===== src/rtl/connect4_pkg.sv =====
// Shared Connect Four definitions: board geometry, win encodings and the
// turn sequencer state set.
package connect4_pkg;

  localparam int NUM_COLS  = 7;
  localparam int NUM_ROWS  = 6;
  localparam int MAX_MOVES = NUM_COLS * NUM_ROWS;

  localparam int CURSOR_W = 3;
  localparam int COUNT_W  = 6;

  localparam logic [1:0] WIN_NONE = 2'b00;
  localparam logic [1:0] WIN_P0   = 2'b01;
  localparam logic [1:0] WIN_P1   = 2'b10;

  typedef enum logic [2:0] {
    PLAY,
    DROP,
    SETTLE,
    CHECK,
    WON,
    DRAW
  } state_e;

endpackage


===== src/rtl/column_cursor.sv =====
// Wrap-around cursor register with a one-hot column select decode that can
// be blanked once the game has ended.
module column_cursor #(
  parameter int NUM_COLS = 7
) (
  input  logic                clk,
  input  logic                reset,
  input  logic                clear,
  input  logic                step_left,
  input  logic                step_right,
  input  logic                blank,
  output logic [2:0]          cursor,
  output logic [NUM_COLS-1:0] column_sel
);
  import connect4_pkg::*;

  localparam logic [CURSOR_W-1:0] HOME = CURSOR_W'(NUM_COLS / 2);
  localparam logic [CURSOR_W-1:0] LAST = CURSOR_W'(NUM_COLS - 1);

  always_ff @(posedge clk or negedge reset) begin
    if (!reset) begin
      cursor <= HOME;
    end else if (clear) begin
      cursor <= HOME;
    end else if (step_left) begin
      cursor <= (cursor == '0) ? LAST : cursor - 1'b1;
    end else if (step_right) begin
      cursor <= (cursor == LAST) ? '0 : cursor + 1'b1;
    end
  end

  always_comb begin
    column_sel = '0;
    for (int c = 0; c < NUM_COLS; c++) begin
      column_sel[c] = !blank && (cursor == CURSOR_W'(c));
    end
  end

endmodule


===== src/rtl/turn_sequencer.sv =====
// Game-level Connect Four controller: cursor, player turn, move sequencing
// into the column array and latched win/draw outcome.
module turn_sequencer #(
  parameter int NUM_COLS      = connect4_pkg::NUM_COLS,
  parameter int NUM_ROWS      = connect4_pkg::NUM_ROWS,
  parameter int SETTLE_CYCLES = 2
) (
  input  logic                clk,
  input  logic                reset,
  input  logic                btn_left,
  input  logic                btn_right,
  input  logic                btn_drop,
  input  logic                btn_restart,
  input  logic [NUM_COLS-1:0] col_full,
  input  logic [1:0]          win_detect,
  output logic [NUM_COLS-1:0] column_sel,
  output logic                change,
  output logic                player_colour,
  output logic [1:0]          win,
  output logic [2:0]          cursor,
  output logic [5:0]          move_count,
  output logic                rejected,
  output logic                game_over,
  output logic                draw,
  output logic                board_clear
);
  import connect4_pkg::*;

  localparam int SETTLE_W = (SETTLE_CYCLES > 1) ? $clog2(SETTLE_CYCLES) : 1;
  localparam logic [SETTLE_W-1:0] SETTLE_LAST = SETTLE_W'(SETTLE_CYCLES - 1);
  localparam logic [COUNT_W-1:0]  MOVE_LIMIT  = COUNT_W'(NUM_COLS * NUM_ROWS);

  state_e              state_q, state_d;
  logic [SETTLE_W-1:0] settle_q, settle_d;
  logic                player_d;
  logic [1:0]          win_d;
  logic [COUNT_W-1:0]  count_d;
  logic                rejected_d;
  logic                step_left, step_right;

  always_ff @(posedge clk or negedge reset) begin
    if (!reset) begin
      state_q       <= PLAY;
      settle_q      <= '0;
      player_colour <= 1'b0;
      win           <= WIN_NONE;
      move_count    <= '0;
      rejected      <= 1'b0;
      board_clear   <= 1'b0;
    end else begin
      state_q       <= state_d;
      settle_q      <= settle_d;
      player_colour <= player_d;
      win           <= win_d;
      move_count    <= count_d;
      rejected      <= rejected_d;
      board_clear   <= btn_restart;
    end
  end

  // Restart overrides everything; otherwise buttons only matter in PLAY.
  always_comb begin
    state_d    = state_q;
    settle_d   = settle_q;
    player_d   = player_colour;
    win_d      = win;
    count_d    = move_count;
    rejected_d = 1'b0;
    step_left  = 1'b0;
    step_right = 1'b0;
    if (btn_restart) begin
      state_d  = PLAY;
      settle_d = '0;
      player_d = 1'b0;
      win_d    = WIN_NONE;
      count_d  = '0;
    end else begin
      unique case (state_q)
        PLAY: begin
          if (btn_drop) begin
            if (col_full[cursor]) rejected_d = 1'b1;
            else                  state_d    = DROP;
          end else begin
            step_left  = btn_left & ~btn_right;
            step_right = btn_right & ~btn_left;
          end
        end
        DROP: begin
          state_d  = SETTLE;
          settle_d = '0;
          if (move_count != MOVE_LIMIT) count_d = move_count + 1'b1;
        end
        SETTLE: begin
          if (settle_q == SETTLE_LAST) state_d  = CHECK;
          else                         settle_d = settle_q + 1'b1;
        end
        CHECK: begin
          if (win_detect == WIN_P0 || win_detect == WIN_P1) begin
            win_d   = win_detect;
            state_d = WON;
          end else if (move_count == MOVE_LIMIT) begin
            state_d = DRAW;
          end else begin
            player_d = ~player_colour;
            state_d  = PLAY;
          end
        end
        WON, DRAW: begin
          state_d = state_q;
        end
        default: state_d = PLAY;
      endcase
    end
  end

  assign change    = (state_q == DROP);
  assign game_over = (state_q == WON) || (state_q == DRAW);
  assign draw      = (state_q == DRAW);

  column_cursor #(
    .NUM_COLS(NUM_COLS)
  ) u_cursor (
    .clk       (clk),
    .reset     (reset),
    .clear     (btn_restart),
    .step_left (step_left),
    .step_right(step_right),
    .blank     (game_over),
    .cursor    (cursor),
    .column_sel(column_sel)
  );

endmodule


===== config.mk =====
export PLATFORM = sky130hd
export DESIGN_NAME = turn_sequencer
export DESIGN_NICKNAME = d
export VERILOG_FILES = /design/src/rtl/connect4_pkg.sv /design/src/rtl/column_cursor.sv /design/src/rtl/turn_sequencer.sv
export SDC_FILE = /design/constraint.sdc
export NUM_CORES = 1
export LEC_CHECK = 0
export CAP_MARGIN = 0
export CORE_UTILIZATION = 49
export DETAILED_ROUTE_END_ITERATION = 10
export MAX_ROUTING_LAYER = met4
export PLACE_DENSITY = 0.84
export SYNTH_ARGS = -nofsm -noshare
export SYNTH_HDL_FRONTEND = slang
export SYNTH_SLANG_ARGS = --single-unit
export TNS_END_PERCENT = 50

===== constraint.sdc =====
create_clock -name clk -period 2.55 [get_ports clk]
set_input_delay 0.255 -clock clk [delete_from_list [all_inputs] [get_ports clk]]
set_output_delay 0.255 -clock clk [all_outputs]
set_load 0.05 [all_outputs]

Word level (Yosys, flattened, before mapping)
Cells that the tools add are included.

cells by class
  $add $sub $neg = 4
  $lt $le $gt $ge = 1
  eq/ne operators = 21
  muxes and demuxes = 37
  bitwise logic cells = 5
  reduce and logical (&&, ||, !) cells = 23

operator list
  cell                 number
  $mux 3               11
  $mux 6               3
  $mux 1               17
  $eq 3x3->1 const B   5
  $pmux 3 s5           1
  $eq 3x2->1 const B   4
  $ne 3x3->1 const B   3
  $reduce_bool 2->1    4
  $logic_and 1x1->1    7
  $add 6x1->6 const B  1
  $eq 3x1->1 const B   2
  $eq 6x6->1 const B   1
  $logic_not 3->1      2
  $mux 2               3
  $ne 2x2->1 const B   3
  $ne 6x6->1 const B   1
  $reduce_bool 3->1    2
  $lt 3x4->1 const B   1
  $reduce_and 2->1     2
  $reduce_and 4->1     1
  $add 3x1->3 const B  1
  $bmux 1 s3           1
  $not 1->1            3
  $reduce_and 3->1     1
  other kinds (9)      11

storage, ports and cells
  register bits = 18
  input port bits = 15
  output and inout bits = 24
  word-level logic and storage cells = 99

Depth between registers and ports, before layout
Gate-level depths: netlist (run 1).

  depth in word-level cells = 8
  mapped depth = 6
  depth with buffers taken out = 5

Modules after synthesis
From an unflattened synthesis (run 1), not the netlist that was laid out.

second synthesis, totals
  cells, all modules = 125
  area total of the unflattened synthesis = 1,219.9 um^2

by module, submodules not included
  module          times used  cells each  area an instance (um^2)  seq. area each (um^2)
  turn_sequencer  1           87          895.9                    375.4
  column_cursor   1           38          324.1                    77.6

Least setup slack after synthesis (run 1)
OpenSTA, ideal clock, no wires.

  path type = register to register
  start point = reg state_q[2]
  end point = reg move_count[2]
  library setup time = 0.120 ns
  arrival time = 1.894 ns
  required time = 2.430 ns
  path slack = 0.536 ns
  stages on the path, launching flop included = 6
  buffers on the path = 1
  period minus slack after synthesis = 2.014 ns
  path through = dfrtp_1 -> buf_6 -> nor3b_2 -> a21boi_2 -> a21oi_1 -> a31o_1

on the way
  word-level cells in the longest chain between the ends = 3

ends and longest elaborated chain
  what                         line                  text
  start: declaration           turn_sequencer.sv:33  state_e state_q, state_d;
  start signal: assignment     turn_sequencer.sv:51  state_q <= state_d;
  $eq 3x1->1                   -
  via change                   turn_sequencer.sv:17  output logic change,
  $reduce_bool 2->1 (no line)  -
  $reduce_and 2->1 (no line)   -
  end signal: assignment       turn_sequencer.sv:55  move_count <= count_d;
  end: declaration             turn_sequencer.sv:21  output logic [5:0] move_count,

The timed path passes the listed nets, and every way through them passes these cells.
A chain may end at the register's enable or synchronous reset.

Worst setup path after layout (run 1)
  start point = reg u_cursor.cursor[0]
  end point = out column_sel[2]

on the way
  word-level cells in the longest chain between the ends = 2

ends and longest elaborated chain
  what                      line                  text
  start: declaration        column_cursor.sv:12   output logic [2:0] cursor,
  start signal: assignment  column_cursor.sv:26   cursor <= (cursor == '0) ? LAST : cursor - 1'b1;
  start signal: assignment  column_cursor.sv:28   cursor <= (cursor == LAST) ? '0 : cursor + 1'b1;
  $eq 3x2->1                column_cursor.sv:35   column_sel[c] = !blank && (cursor == CURSOR_W'(c));
  $logic_and 1x1->1         column_cursor.sv:35
  end: declaration          turn_sequencer.sv:16  output logic [NUM_COLS-1:0] column_sel,

No other way between the ends.

==> impl_metrics.toml, run 1 <==
[status]
status = "complete, no violations"

[logic_synthesis]
synth-simple-area-share_pct = 23.0
synthXorXnorAreaFrac_pct = 4.94
ys.flop_type = "dfrtp_1"
synth_area_leader_cell = "dfrtp_1"
synth.avg_cell_area_sq_um = 9.70
synth_seq_cells = 18
synth_top_family_by_area = "simple AND/OR/NAND/NOR gates"
synth_top_area_share_pct = 32.3
synthTopCellsByCount = "dfrtp_1, nor2_1, a21oi_1, ha_1, inv_1"
async_reset_ff_share_pct = 100
ys_top_cells_by_area = "dfrtp_1, ha_1, dfstp_2, nor2_1, a21oi_1"
synth.distinct_cells = 45
synth_compound_area_share_pct = 16.8
yosys_warnings = 0
seq_area_frac_synth_pct = 36.5
synth_edf_count = 0
synth_area_sq_um = 1240
syn_inst = 128
synth_most_common_cell = "dfrtp_1"
syn_nets = 151
synthMuxAreaShare_pct = 5.54
yosys.area_share.adder_pct = 8.06

[timing]
rsz0062_at_grt = "false"
drv_slew = 0
timing.setup.tns_ns = 0
fin_skew_ns = 0.00505
min_period_ns = 2.44
fmax_mhz = 410
hold_ws_ns = 0.401
hold_violations = 0
final.period_utilization_pct = 95.7
slew_headroom_pct = 47.3
finalSetupViolCount = 0
worstMarginPinSlew_ns = 0.788

[power]
power.switching_mw = 0.344
switching_share_pct = 38.5
p_int_mw = 0.549
p_comb_share_pct = 40.7
p_leak_nw = 0.778
ir_worst_vdd_mv = 0.469
finalPower_mw = 0.893
power_frac_seq_pct = 39.4
p_clk_share_pct = 19.9
pwr_density_cell_nw_per_um2 = 533

[final_layout]
antenna_cells = 0
multi_input_area_sq_um = 724
fill_cells = 187
areaGrowthSynthToFinish_pct = 35.0
layout-drive-gt1-share_pct = 10.8
final-seq-area_sq_um = 453
nets = 190

[setup_path]
timing.rr.start = "state_q[2]"
cp-end-kind = "output port"
critPathArrivalTime_ns = 2.18
rrSetupSlack_ns = 0.87
path_class = "reg2out"
startpoint_type = "flop"
cp_cell_sequence = "inv_1 > ha_1 > and3_1 > clkdlybuf4s50_1"
critical_path.max_stage_delay_ns = 0.69
cp_max_fo = 8
slowest_stage = "clkdlybuf4s50_1"
cp.required_ns = 2.30
cp-startpoint = "u_cursor.cursor[0]"

[clocking]
ctsHoldBuffers = 0
cts_resized = 0
clk_pin_slew_worst_paths_ns = 0.10
postCtsSetupBuffers = 0
htree_levels = 1
cts.sink_count = 18
cts_tree = "yes"
cts_buffers = 3
clkLatencyLatePin_ns = 0.30
clockRootBuffer = "clkbuf_4"
clockBufferDepth = 2

[drt]
drc_errors = 0
dr_total_vias = 1095
wirelength_um = 2970
drt_first_pass_iters = 4
drt.antenna.violating_nets = 0
first_iter_violations = 20
wl_per_cell_um = 15.3
post_drt_via_cell_ratio = 5.64

[floorplan]
die_area_sq_um = 2740
start_util_pct = 54.0
core-area_sq_um = 2300
die_h_um = 52.3
fp-row-count = 17
boundaryPins = 39
die_w_um = 52.3

[global_routing]
grt_pass1_wl_um = 4890
track_usage_pct = 25.0
antenna_found_initial = 0
grt_start_max_net_pins = 19
grt_overflow_total = 0
grt_pass1_vias = 1045

[placed_design]
port_buffers = 38
dp_hpwl_um = 2280
gp_congestion = 0.804

[job]
maxCapViolCount = 0

[min_path]
hp-class = "in2async"
through the flow:
stage               util, %  std cells  area (sq um)  worst slack (ns)
floorplan                 -        128          1240             0.536
global placement       71.1        190          1630             0.435
detailed placement     71.1        190          1630             0.382
CTS                    72.7        194          1670            0.0304
global route           72.9        194          1680            0.0179
finish                 72.9        194          1680             0.111
placed cells by master (no fill, tap or decap), types with 2 or more instances in the layout:
master           netlist  layout
nor3b_1                2       2
nand4_1                3       3
buf_4                  2       2
o21bai_1               2       2
dfrtp_1               16      16
o21ai_1                2       2
and3_1                 5       5
dlymetal6s2s_1         0       2
mux2i_1                2       2
nand3_1                3       3
xor2_1                 4       4
a211oi_1               2       2
nor2b_1                3       3
clkbuf_4               0       3
nor2_1                12      12
o22ai_1                2       2
and2_1                 5       5
a21oi_1                8       8
o21ai_0                4       4
xnor2_1                3       3
dfstp_2                2       2
inv_1                  7       7
nand2_1                4       4
ha_1                   8       8
clkdlybuf4s50_1        0      36
nand2b_1               3       3
cell type report:
class	count	area share [%]
Multi-Input combinational cell	97	43.2
Sequential cell	18	27.0
Timing Repair Buffer	40	23.9
Clock buffer	4	2.17
Tap cell	28	2.09
Inverter	7	1.57
worst max-delay path, delay by kind of cell, from the launching register on:
kind / cells / cell delay (ns)
adders and majority gates: 1 / 0.25
DFF: 1 / 0.65
and+or+nand+nor: 1 / 0.17
buffers and inverters: 2 / 0.82
metal layers:
layer	track usage, %	vias up	routed length (um)
met1	33.5	529	1360
met2	36.3	21	1450
met5	-	-	0
li1	-	534	-
met4	10.1	0	76
met3	5.80	11	87
power groups by stage:
stage                     Clock, mW  Combinational, mW  Sequential [mW]
after global routing          0.196              0.390            0.356
after global placement            0              0.354            0.354
after CTS                     0.185              0.365            0.352
after detailed placement          0              0.363            0.357
after floorplan                   0              0.212            0.392
final                         0.177              0.364            0.352
flip-flops by register name, summed over array words and instances, names as in the netlist:
| register | flops |
|---|---|
| board_clear | 1 |
| move_count | 6 |
| player_colour | 1 |
| rejected | 1 |
| settle_q | 1 |
| state_q | 3 |
| u_cursor.cursor | 3 |
| win | 2 |
final timing paths:
kind,cells after the start,to
setup / recovery,4,column_sel[2]
hold / removal,1,rejected
setup reg to reg,4,u_cursor.cursor[1]
hold reg to reg,2,player_colour
max in group asynchronous,1,u_cursor.cursor[2]
min in group clk,2,player_colour
cell families (layout without fill, tap and decap cells):
| group | count (synthesis) | count (layout) |
|---|---|---|
| and+or+nand+nor | 47 | 47 |
| AOI/OAI and AO/OA | 30 | 30 |
| DFF | 18 | 18 |
| buffers and inverters | 13 | 51 |
| adders and majority gates | 8 | 8 |
| xor gates and xnor gates | 7 | 7 |
| muxes | 5 | 5 |
Note: power is estimated with default switching activity, not from simulation.
==> run 2, diff against run 1 <==
Settings changed: RECOVER_POWER set to 50, SKIP_CTS_REPAIR_TIMING set to 1.
==> impl_metrics.toml, run 2 (same netlist as run 1, synthesis figures left out) <==
[final_layout]
layout-drive-gt1-share_pct = 9.64
post-route-util_pct = 72.1
final_cell_mix = "clkdlybuf4s50_1, dfrtp_1, nor2_1"
final_common_cell = "clkdlybuf4s50_1"
areaGrowthSynthToFinish_pct = 33.5
fill_cells = 190
largest_reg_flops = 6
antenna_cells = 0
top_register = "move_count"
multi_input_area_sq_um = 709
nets = 190
reg.largest.list = "move_count x6, state_q x3, u_cursor.cursor x3"
final-seq-area_sq_um = 453

[clocking]
cts_tree = "yes"
htree_levels = 1
cts_buffers = 3
clockBufferDepth = 2
clockRootBuffer = "clkbuf_4"
clkLatencyLatePin_ns = 0.30
cts.sink_count = 18
clk_pin_slew_worst_paths_ns = 0.11

[drt]
wirelength_um = 3010
drc_errors = 0
first_iter_violations = 20
drt_first_pass_iters = 3
drt.antenna.violating_nets = 0
dr_total_vias = 1092
post_drt_via_cell_ratio = 5.63
wl_per_cell_um = 15.5

[floorplan]
fp-row-count = 17
boundaryPins = 39
start_util_pct = 54.0
die_w_um = 52.3
die_h_um = 52.3
core-area_sq_um = 2300
die_area_sq_um = 2740

[power]
finalPower_mw = 0.884
p_leak_nw = 0.771
ir_worst_vdd_mv = 0.464
pwr_density_cell_nw_per_um2 = 534

[timing]
drv_slew = 0
worstMarginPinSlew_ns = 1.12
fmax_mhz = 409
finalSetupViolCount = 0
timing.setup.tns_ns = 0
final.period_utilization_pct = 95.8
slew_headroom_pct = 24.4
fin_skew_ns = 0.00699
rsz0062_at_grt = "false"
hold_violations = 0
min_period_ns = 2.44

[setup_path]
cp-startpoint = "u_cursor.cursor[0]"
startpoint_type = "flop"
critical_path.max_stage_delay_ns = 0.69
rr_worst_depth = 4
cp_cell_sequence = "inv_1 > ha_1 > and3_1 > clkdlybuf4s50_1"
r2r_end = "u_cursor.cursor[0]"
slowest_stage = "clkdlybuf4s50_1"
cp.required_ns = 2.30
rrSetupSlack_ns = 0.25
path_class = "reg2out"
cp_max_fo = 8
timing.rr.start = "state_q[1]"
critPathArrivalTime_ns = 2.19
worstSetupEndpoint = "column_sel[2]"
cp-end-kind = "output port"

[placed_design]
gp_congestion = 0.804
port_buffers = 38
dp_hpwl_um = 2280

[job]
maxCapViolCount = 0

[global_routing]
antenna_found_initial = 0
grt_start_max_net_pins = 19
grt_pass1_vias = 1045
grt_overflow_total = 0
track_usage_pct = 25.0
grt_pass1_wl_um = 4890

[status]
status = "complete, no violations"

[min_path]
hp-class = "in2async"
-- run 2: cell type report --
cell class	instances	share of cell area, %
clock buffer	4	2.19
inverter	7	1.59
multi-input combinational	97	42.8
sequential	18	27.3
tap	28	2.11
timing repair buffer	40	23.9
-- run 2: metal layers --
layer / GRT usage [%] / up-vias / share of wire (%)
met5: - / - / 0
met3: 5.80 / 11 / 2.6
met1: 33.5 / 529 / 47
met4: 10.1 / 0 / 2.6
met2: 36.3 / 19 / 48
li1: - / 533 / -
-- run 2: power by group --
part	switching (mW)	total, mW	internal (mW)	leakage, nW
logic	0.212	0.355	0.143	0.511
registers	0.0383	0.351	0.313	0.239
clock network	0.0915	0.179	0.0872	0.0210
-- run 2: how the worst min path moves through the flow --
| stage | start | end | cells after the start |
|---|---|---|---|
| detailed placement | player_colour | player_colour | 2 |
| floorplan | reset | board_clear | 0 |
| global route | reset | rejected | 1 |
| global placement | player_colour | player_colour | 2 |
| CTS | reset | move_count[0] | 1 |
| finish | reset | rejected | 1 |
-- run 2: through the flow --
stage / cells / setup WS (ns) / instance area [sq um] / hold WS [ns]
floorplan: 128 / 0.536 / 1240 / -0.0406
global placement: 190 / 0.435 / 1630 / 0.537
detailed placement: 190 / 0.382 / 1630 / 0.546
CTS: 194 / 0.0304 / 1670 / 0.437
global route: 194 / 0.0179 / 1660 / 0.543
finish: 194 / 0.108 / 1660 / 0.465
-- run 2: critical path, delay by kind of cell, from the launching register on --
| family | cells | cell delay (ns) |
|---|---|---|
| buffers and inverters | 2 | 0.82 |
| flip-flops | 1 | 0.65 |
| adder cells (fa/ha/maj) | 1 | 0.25 |
| AND/OR/NAND/NOR | 1 | 0.17 |
